$ cat src/rtl/hex_display_scheduler_if.sv
// Write port for hex_display_scheduler: per-digit nibble writes
// with a valid/ready handshake plus a global clear pulse.
interface hex_display_scheduler_if;
  logic       wr_valid;
  logic       wr_ready;
  logic [2:0] wr_idx;
  logic [3:0] wr_data;
  logic       wr_blank;
  logic       clear;

  modport master (
    output wr_valid,
    output wr_idx,
    output wr_data,
    output wr_blank,
    output clear,
    input  wr_ready
  );

  modport slave (
    input  wr_valid,
    input  wr_idx,
    input  wr_data,
    input  wr_blank,
    input  clear,
    output wr_ready
  );
endinterface

$ cat src/rtl/hex_display_scheduler.sv
// Shares one registered hex-to-7seg decoder across up to six
// displays, refreshing dirty digits in round-robin order.
module hex_display_scheduler #(
  parameter int NUM_DIGITS = 6
) (
  input  logic       clk,
  input  logic       reset,
  hex_display_scheduler_if.slave wr,
  output logic       busy,
  output logic [6:0] HEX0,
  output logic [6:0] HEX1,
  output logic [6:0] HEX2,
  output logic [6:0] HEX3,
  output logic [6:0] HEX4,
  output logic [6:0] HEX5
);

  typedef enum logic [1:0] {
    S_IDLE,
    S_ISSUE,
    S_CAPTURE
  } state_t;

  localparam logic [3:0] LP_N    = 4'(NUM_DIGITS);
  localparam logic [2:0] LP_LAST = 3'(NUM_DIGITS - 1);
  localparam logic [6:0] LP_OFF  = 7'h7F;

  logic [3:0] r_val [6];
  logic [5:0] r_blk;
  logic [5:0] r_dirty;
  state_t     r_state;
  logic [2:0] r_sel;
  logic [2:0] r_last;
  logic       r_blank_p;
  logic [6:0] r_dec;
  logic [6:0] r_hex [6];

  logic       w_acc;
  logic       w_wr_ok;
  logic       w_any;
  logic [2:0] w_next;
  logic [3:0] w_cur_val;
  logic       w_cur_blk;

  function automatic logic [2:0] f_next(
    input logic [5:0] m,
    input logic [2:0] last
  );
    logic found;
    int   j;
    f_next = last;
    found  = 1'b0;
    for (int k = 1; k <= NUM_DIGITS; k++) begin
      j = (int'(last) + k) % NUM_DIGITS;
      if (!found && m[3'(j)]) begin
        f_next = 3'(j);
        found  = 1'b1;
      end
    end
  endfunction

  // Active-low segments, bit 6 = g ... bit 0 = a.
  function automatic logic [6:0] f_seg(input logic [3:0] v);
    unique case (v)
      4'h0: f_seg = 7'h40;
      4'h1: f_seg = 7'h79;
      4'h2: f_seg = 7'h24;
      4'h3: f_seg = 7'h30;
      4'h4: f_seg = 7'h19;
      4'h5: f_seg = 7'h12;
      4'h6: f_seg = 7'h02;
      4'h7: f_seg = 7'h78;
      4'h8: f_seg = 7'h00;
      4'h9: f_seg = 7'h10;
      4'hA: f_seg = 7'h08;
      4'hB: f_seg = 7'h03;
      4'hC: f_seg = 7'h46;
      4'hD: f_seg = 7'h21;
      4'hE: f_seg = 7'h06;
      default: f_seg = 7'h0E;
    endcase
  endfunction

  assign wr.wr_ready = ~reset & ~wr.clear;
  assign w_acc       = wr.wr_valid & wr.wr_ready;
  assign w_wr_ok     = w_acc & ({1'b0, wr.wr_idx} < LP_N);
  assign w_any       = |r_dirty;
  assign w_next      = f_next(r_dirty, r_last);
  assign busy        = w_any | (r_state != S_IDLE);

  always_comb begin
    w_cur_val = 4'h0;
    w_cur_blk = 1'b1;
    for (int i = 0; i < NUM_DIGITS; i++) begin
      if (r_sel == 3'(i)) begin
        w_cur_val = r_val[i];
        w_cur_blk = r_blk[i];
      end
    end
  end

  // A write or clear landing on the ISSUE edge keeps the digit dirty.
  always_ff @(posedge clk) begin
    if (reset) begin
      for (int i = 0; i < 6; i++) begin
        r_val[i]   <= 4'h0;
        r_blk[i]   <= 1'b1;
        r_dirty[i] <= 1'b0;
      end
    end else begin
      for (int i = 0; i < NUM_DIGITS; i++) begin
        if (wr.clear) begin
          r_val[i]   <= 4'h0;
          r_blk[i]   <= 1'b1;
          r_dirty[i] <= 1'b1;
        end else if (w_wr_ok && wr.wr_idx == 3'(i)) begin
          r_val[i]   <= wr.wr_data;
          r_blk[i]   <= wr.wr_blank;
          r_dirty[i] <= 1'b1;
        end else if (r_state == S_ISSUE && r_sel == 3'(i)) begin
          r_dirty[i] <= 1'b0;
        end
      end
    end
  end

  always_ff @(posedge clk) begin
    if (reset) begin
      r_state   <= S_IDLE;
      r_sel     <= 3'd0;
      r_last    <= LP_LAST;
      r_blank_p <= 1'b1;
      r_dec     <= LP_OFF;
      for (int i = 0; i < 6; i++) begin
        r_hex[i] <= LP_OFF;
      end
    end else begin
      unique case (r_state)
        S_IDLE: begin
          if (w_any) begin
            r_sel   <= w_next;
            r_state <= S_ISSUE;
          end
        end
        S_ISSUE: begin
          r_dec     <= f_seg(w_cur_val);
          r_blank_p <= w_cur_blk;
          r_last    <= r_sel;
          r_state   <= S_CAPTURE;
        end
        S_CAPTURE: begin
          for (int i = 0; i < NUM_DIGITS; i++) begin
            if (r_sel == 3'(i)) begin
              r_hex[i] <= r_blank_p ? LP_OFF : r_dec;
            end
          end
          if (w_any) begin
            r_sel   <= w_next;
            r_state <= S_ISSUE;
          end else begin
            r_state <= S_IDLE;
          end
        end
        default: r_state <= S_IDLE;
      endcase
    end
  end

  assign HEX0 = r_hex[0];
  assign HEX1 = r_hex[1];
  assign HEX2 = r_hex[2];
  assign HEX3 = r_hex[3];
  assign HEX4 = r_hex[4];
  assign HEX5 = r_hex[5];

endmodule

$ cat src/flat_wrapper.sv
// flat-port wrapper written by rule: the top's interface ports become plain ports
module hex_display_scheduler_flat 
#(
  parameter int NUM_DIGITS = 6
)
  (clk, reset, busy, HEX0, HEX1, HEX2, HEX3, HEX4, HEX5, wr_wr_valid, wr_wr_idx, wr_wr_data, wr_wr_blank, wr_clear, wr_wr_ready);
  hex_display_scheduler_if wr_i ();
  input  logic clk;
  input  logic reset;
  output logic busy;
  output logic [6:0] HEX0;
  output logic [6:0] HEX1;
  output logic [6:0] HEX2;
  output logic [6:0] HEX3;
  output logic [6:0] HEX4;
  output logic [6:0] HEX5;
  input wire logic [$bits(wr_i.wr_valid)-1:0] wr_wr_valid;
  input wire logic [$bits(wr_i.wr_idx)-1:0] wr_wr_idx;
  input wire logic [$bits(wr_i.wr_data)-1:0] wr_wr_data;
  input wire logic [$bits(wr_i.wr_blank)-1:0] wr_wr_blank;
  input wire logic [$bits(wr_i.clear)-1:0] wr_clear;
  output wire logic [$bits(wr_i.wr_ready)-1:0] wr_wr_ready;
  assign wr_i.wr_valid = wr_wr_valid;
  assign wr_i.wr_idx = wr_wr_idx;
  assign wr_i.wr_data = wr_wr_data;
  assign wr_i.wr_blank = wr_wr_blank;
  assign wr_i.clear = wr_clear;
  assign wr_wr_ready = wr_i.wr_ready;
  hex_display_scheduler #(.NUM_DIGITS(NUM_DIGITS)) u_core (.clk(clk), .reset(reset), .wr(wr_i), .busy(busy), .HEX0(HEX0), .HEX1(HEX1), .HEX2(HEX2), .HEX3(HEX3), .HEX4(HEX4), .HEX5(HEX5));
endmodule
$ cat config.mk
export PLATFORM = sky130hd
export DESIGN_NAME = hex_display_scheduler_flat
export DESIGN_NICKNAME = d
export VERILOG_FILES = /design/src/rtl/hex_display_scheduler_if.sv /design/src/rtl/hex_display_scheduler.sv /design/src/flat_wrapper.sv
export SDC_FILE = /design/constraint.sdc
export NUM_CORES = 1
export LEC_CHECK = 0
export CORE_MARGIN = 10
export CORE_UTILIZATION = 61
export CTS_CLUSTER_DIAMETER = 40
export DETAILED_ROUTE_END_ITERATION = 8
export PLACE_DENSITY = 0.85
export SYNTH_ARGS = -nofsm -noshare
export SYNTH_HDL_FRONTEND = slang
export SYNTH_SLANG_ARGS = --single-unit
$ cat constraint.sdc
create_clock -name clk -period 8.92 [get_ports clk]
set_input_delay 2.676 -clock clk [delete_from_list [all_inputs] [get_ports clk]]
set_output_delay 2.676 -clock clk [all_outputs]
set_load 0.01 [all_outputs]
==> run metrics, run 1 <==
startpoint types input port; Yosys top cell area share 38.5%; die area 12,500 sq um; global-route wire length before repair 18.6 mm; final wirelength 11.2 mm; H-tree levels 3; DRC Markers 0; most numerous cell in the Yosys netlist nand2_1; 1st-pass router iterations 5; top cell type by total area after synthesis edfxtp_1; Post-Syn Area 5150 sq um; Final Util 72.2%; max-slew violation count 0; fin crit share 77.2%; I/O pin total 56; power density over cell area 200 nW/um^2; Crit path buffers/inverters 4; Detail Route Antenna Nets 0; share of layout cells above drive strength 1 8.51%; cts repair resizes 0; final setup TNS 0 ps; CP top delay family buffers and inverters; critical path peak fanout 34; RSZ-0062 raised after global routing no; DP Wirelength 8.63 mm; WL/cell 17.1 microns; gr usage total 17.7%; Pleak 2.08 nW; yosys warns 0; chip width 112 microns; Tightest Hold Check Type reg2reg; Slew @ Worst Pin 1010 ps; critical path class in2out; final setup fails 0; Post-synth top cells 68 x nand2_1, 66 x edfxtp_1, 48 x nor2_1, 28 x dfxtp_1, 24 x and2_1; clk root buf clkbuf_8; Core ar. 8220 sq um; # nets final 575; Finished Layout Cells 657; critical path cell sequence clkdlybuf4s50_1 > buf_4 > nor2_1 > buf_4 > clkdlybuf4s50_1; vias in the first global route 3,772; Syn Nets 530; Post CTS Setup Buffer Count 0; ys async rst share 0%; crit path DAT 4210 ps; TritonCTS Buffers 9; cells after synthesis 502; Hold Fails Final Rpt 0; Distinct cells, synth 74; drt first-iter violations 351; CTS Buffer Depth 2; Vias 3,952; CP Capture Type output port; worst slew margin relative to its limit 32.9%; Syn-to-layout area delta 15.2%; max-cap violations 0; chip height 112 microns; run status completed; Critical Path RT 6240 ps; port bufs 55; total gr overflow 0; n_diodes 0; initial core utilization 62.7%; initial antenna violation count 0; # hold bufs at CTS 0; Worst-Skew Late Latency 360 ps; ranking of synthesized cells by area edfxtp_1 38%, dfxtp_1 11%, nand2_1 5.0%, ha_1 3.9%, mux2i_1 3.7%; syn avg cell area 10.3 sq um; register area share after synthesis 49.4%; largest net degree at the start of global routing 35; VDD IR max 105 uV; Sink Count 94; Worst-path clk slew 90 ps; Yosys reg bits 94; slowest cell on the critical path clkdlybuf4s50_1; cell total after placement 641; CTS tree done; routed vias/inst 6.02; prevailing post-synth register cell edfxtp_1; Tmin final 6890 ps; EDFF count, synth 66; slowest stage delay, CP 490 ps; # rows 33; GPL Wtd Cong 0.965; clk_skew 8.88 ps; Max Clk Rate 145 MHz
[cell type report]
cell class	instances	area [sq um]
clock buffer	9	124
fill	574	2280
multi-input combinational	368	2420
inverter	16	60.1
clock inverter	7	77.6
timing repair buffer	58	573
tap	105	131
sequential	94	2540
[cell usage in the layout (no fill, tap or decap), types with 3 or more instances in the layout]
cell type / instances
nor4_1: 7
a21o_1: 4
a21oi_1: 15
ha_1: 16
nor3_1: 9
inv_6: 3
nor2_1: 48
dfxtp_1: 28
a2bb2oi_1: 3
o21ai_0: 6
nand3_1: 9
o2bb2ai_1: 3
inv_1: 13
edfxtp_1: 66
a211o_1: 9
a31oi_1: 7
clkdlybuf4s50_1: 55
mux2i_1: 19
and3_1: 8
nand2b_1: 14
a32oi_1: 3
a22oi_1: 3
mux4_2: 4
mux2_2: 3
or3_1: 3
o221a_2: 3
clkbuf_8: 9
or2_2: 4
o31ai_1: 3
buf_4: 3
a211oi_1: 8
o211ai_1: 4
o21ai_1: 6
and2_1: 24
nor2b_1: 8
nand2_1: 68
[report_power, final]
part	switching, mW	total [mW]	leakage [nW]	internal [mW]
registers	0.0422	0.530	0.778	0.488
logic	0.217	0.371	1.20	0.154
clock network	0.152	0.285	0.106	0.133
total	0.412	1.19	2.08	0.775
[metrics by stage]
| step | total power, mW | hold slack (ps) | setup slack, ps | area [sq um] |
|---|---|---|---|---|
| floorplan | 0.828 | 436 | 2890 | 5150 |
| global placement | 0.891 | 446 | 2040 | 5730 |
| detailed placement | 0.904 | 451 | 2030 | 5730 |
| CTS | 1.18 | 473 | 2030 | 5930 |
| global route | 1.25 | 504 | 1920 | 5930 |
| finish | 1.19 | 475 | 2030 | 5930 |
[state kept, by name, indices dropped and copies added (netlist names)]
register / cells
u_core.r_state: 2
u_core.r_sel: 3
u_core.r_blk: 6
u_core.r_val: 24
u_core.r_last: 3
u_core.r_dirty: 6
u_core.r_dec: 7
u_core.r_blank_p: 1
u_core.r_hex: 42
[kinds of logic after synthesis]
group / Yosys count / share of synthesized area (%)
AOI/OAI and AO/OA: 105 / 15.4
muxes: 29 / 6.83
xor gates and xnor gates: 4 / 0.680
adders and majority gates: 16 / 3.89
and+or+nand+nor: 214 / 20.3
buffers and inverters: 40 / 3.57
DFF: 94 / 49.4
[worst register-to-register path, stage by stage (launching register included)]
cell	delay, ps
dfxtp_1	880
inv_1	280
ha_1	290
xor2_1	290
inv_2	130
ha_1	310
nor2b_1	60
a211oi_1	290
and4bb_2	340
a311o_1	360
a21boi_1	160
o211ai_1	100
[worst paths after layout]
kind | slack [ps] | to | depth (start not counted) | startpoint
worst min-delay path | 470 | u_core.r_dec[6]$_SDFFE_PP1P_ | 1 | u_core.r_dec[6]$_SDFFE_PP1P_
worst min register to register | 470 | u_core.r_dec[6]$_SDFFE_PP1P_ | 1 | u_core.r_dec[6]$_SDFFE_PP1P_
worst max register to register | 5310 | u_core.r_sel[0]$_SDFFE_PP0P_ | 11 | u_core.r_last[0]$_SDFFE_PP1P_
worst max-delay path | 2030 | wr_wr_ready | 5 | reset
[layer usage]
layer | vias up | global-route usage, % | share of wire [%]
met5 | - | 0 | 0
met4 | 0 | 5.31 | 2.0
met3 | 27 | 5.26 | 8.3
met2 | 157 | 27.9 | 47
met1 | 1832 | 23.0 | 43
li1 | 1936 | - | -
Power figures use the tool's default switching activity.
==> inputs of run 2 (changes only) <==
--- a/config.mk
+++ b/config.mk
@@ -6,10 +6,10 @@
 export NUM_CORES = 1
 export LEC_CHECK = 0
 export CORE_MARGIN = 10
-export CORE_UTILIZATION = 61
+export CORE_UTILIZATION = 57
 export CTS_CLUSTER_DIAMETER = 40
 export DETAILED_ROUTE_END_ITERATION = 8
-export PLACE_DENSITY = 0.85
+export PLACE_DENSITY = 0.8
 export SYNTH_ARGS = -nofsm -noshare
 export SYNTH_HDL_FRONTEND = slang
 export SYNTH_SLANG_ARGS = --single-unit
==> constraint.sdc (replaced) <==
create_clock -name clk -period 7.1 [get_ports clk]
set_input_delay 2.13 -clock clk [delete_from_list [all_inputs] [get_ports clk]]
set_output_delay 2.13 -clock clk [all_outputs]
set_load 0.01 [all_outputs]
==> run metrics, run 2 (synthesized netlist as in run 1, its figures left out) <==
run status completed; power density over cell area 251 nW/um^2; Hold Fails Final Rpt 0; # hold bufs at CTS 0; worst slew margin relative to its limit 32.5%; Worst-path clk slew 100 ps; VDD IR max 141 uV; Crit path buffers/inverters 3; clk_skew 16.3 ps; Post-DP Area 5740 sq um; port bufs 55; critical path class in2out; gr usage total 18.5%; Tightest Hold Check Type reg2reg; Post CTS Setup Buffer Count 0; slowest stage delay, CP 560 ps; final wirelength 12.1 mm; RSZ-0062 raised after global routing no; chip width 115 microns; 1st-pass router iterations 5; fin crit share 80.9%; routed vias/inst 6.16; initial core utilization 58.8%; critical path peak fanout 13; most common cell after layout, fill and taps aside nand2_1; CTS Buffer Depth 2; most frequent cells in the layout 68 x nand2_1, 66 x edfxtp_1, 55 x clkdlybuf4s50_1, 48 x nor2_1, 28 x dfxtp_1; Vias 4,075; DP Wirelength 9.04 mm; # nets final 576; vias in the first global route 4,133; initial antenna violation count 0; DRC Markers 0; max-cap violations 0; Core ar. 8760 sq um; CP Capture Type output port; Fillers 680; Tmin final 5740 ps; Pleak 2.08 nW; CP top delay family buffers and inverters; final setup TNS 0 ps; H-tree levels 3; chip height 115 microns; Sink Count 94; global-route wire length before repair 20.0 mm; cts repair resizes 0; total gr overflow 0; clk root buf clkbuf_8; max FFs per register 42; Detail Route Antenna Nets 0; drt first-iter violations 250; cell total after placement 645; final setup fails 0; critical path cell sequence clkdlybuf4s50_1 > nor2_1 > buf_4 > clkdlybuf4s50_1; GPL Wtd Cong 0.872; WL/cell 18.4 microns; Slew @ Worst Pin 1000 ps; Final Util 67.7%; Worst-Skew Late Latency 370 ps; slowest cell on the critical path clkdlybuf4s50_1; CTS tree done; I/O pin total 56; TritonCTS Buffers 9; most used cell, CP clkdlybuf4s50_1; Biggest register u_core.r_hex; Final Instance Area 5930 sq um; Max Clk Rate 174 MHz; Critical Path RT 4970 ps; startpoint types input port; largest registers u_core.r_hex: 42 flops, u_core.r_val: 24 flops, u_core.r_dec: 7 flops; n_diodes 0; largest net degree at the start of global routing 34; max-slew violation count 0; # rows 34; crit path DAT 3610 ps; Finished Layout Cells 661; die area 13,200 sq um; hold_ws 473 ps; Syn-to-layout area delta 15.2%; share of layout cells above drive strength 1 8.68%
## run 2: changes by cell type in the layout (fill, tap and decap cells not counted)
cell | before | now
clkinv_8 | 0 | 1
bufinv_16 | 1 | 0
buf_4 | 3 | 4
clkinv_2 | 2 | 1
inv_6 | 3 | 2
clkinv_4 | 0 | 2
## run 2: stage by stage
| stage | setup WS, ps | power [mW] |
|---|---|---|
| after global placement | 1370 | 1.13 |
| after floorplan | 2160 | 1.04 |
| after detailed placement | 1370 | 1.14 |
| after global routing | 1240 | 1.57 |
| final | 1360 | 1.49 |
| after CTS | 1360 | 1.48 |
## run 2: worst paths after layout
path                                 startpoint                            to  slack (ps)  cells past startpoint
setup / recovery                       wr_clear                   wr_wr_ready        1360                      4
hold / removal     u_core.r_dec[4]$_SDFFE_PP1P_  u_core.r_dec[4]$_SDFFE_PP1P_         470                      1
setup reg to reg  u_core.r_last[0]$_SDFFE_PP1P_  u_core.r_sel[2]$_SDFFE_PP0P_        3330                     12
hold reg to reg    u_core.r_dec[4]$_SDFFE_PP1P_  u_core.r_dec[4]$_SDFFE_PP1P_         470                      1
## run 2: cell type report
type	instances	area, sq um	area share [%]
Tap cell	108	135	2.28
Sequential cell	94	2540	42.8
Multi-Input combinational cell	368	2420	40.9
Timing Repair Buffer	59	581	9.78
Inverter	16	60.1	1.01
Clock buffer	9	124	2.09
Clock inverter	7	67.6	1.14
## run 2: per-layer routing
metal / GRT usage [%] / share of wire (%) / vias to the layer above
li1: - / - / 1942
met1: 21.5 / 40 / 1962
met2: 33.0 / 51 / 151
met3: 3.96 / 7.1 / 20
met4: 6.35 / 1.6 / 0
met5: 0 / 0 / -
## run 2: power breakdown
group / internal, mW / switching (mW) / leakage, nW
sequential: 0.613 / 0.0447 / 0.778
combinational: 0.197 / 0.289 / 1.20
clock: 0.136 / 0.207 / 0.0989
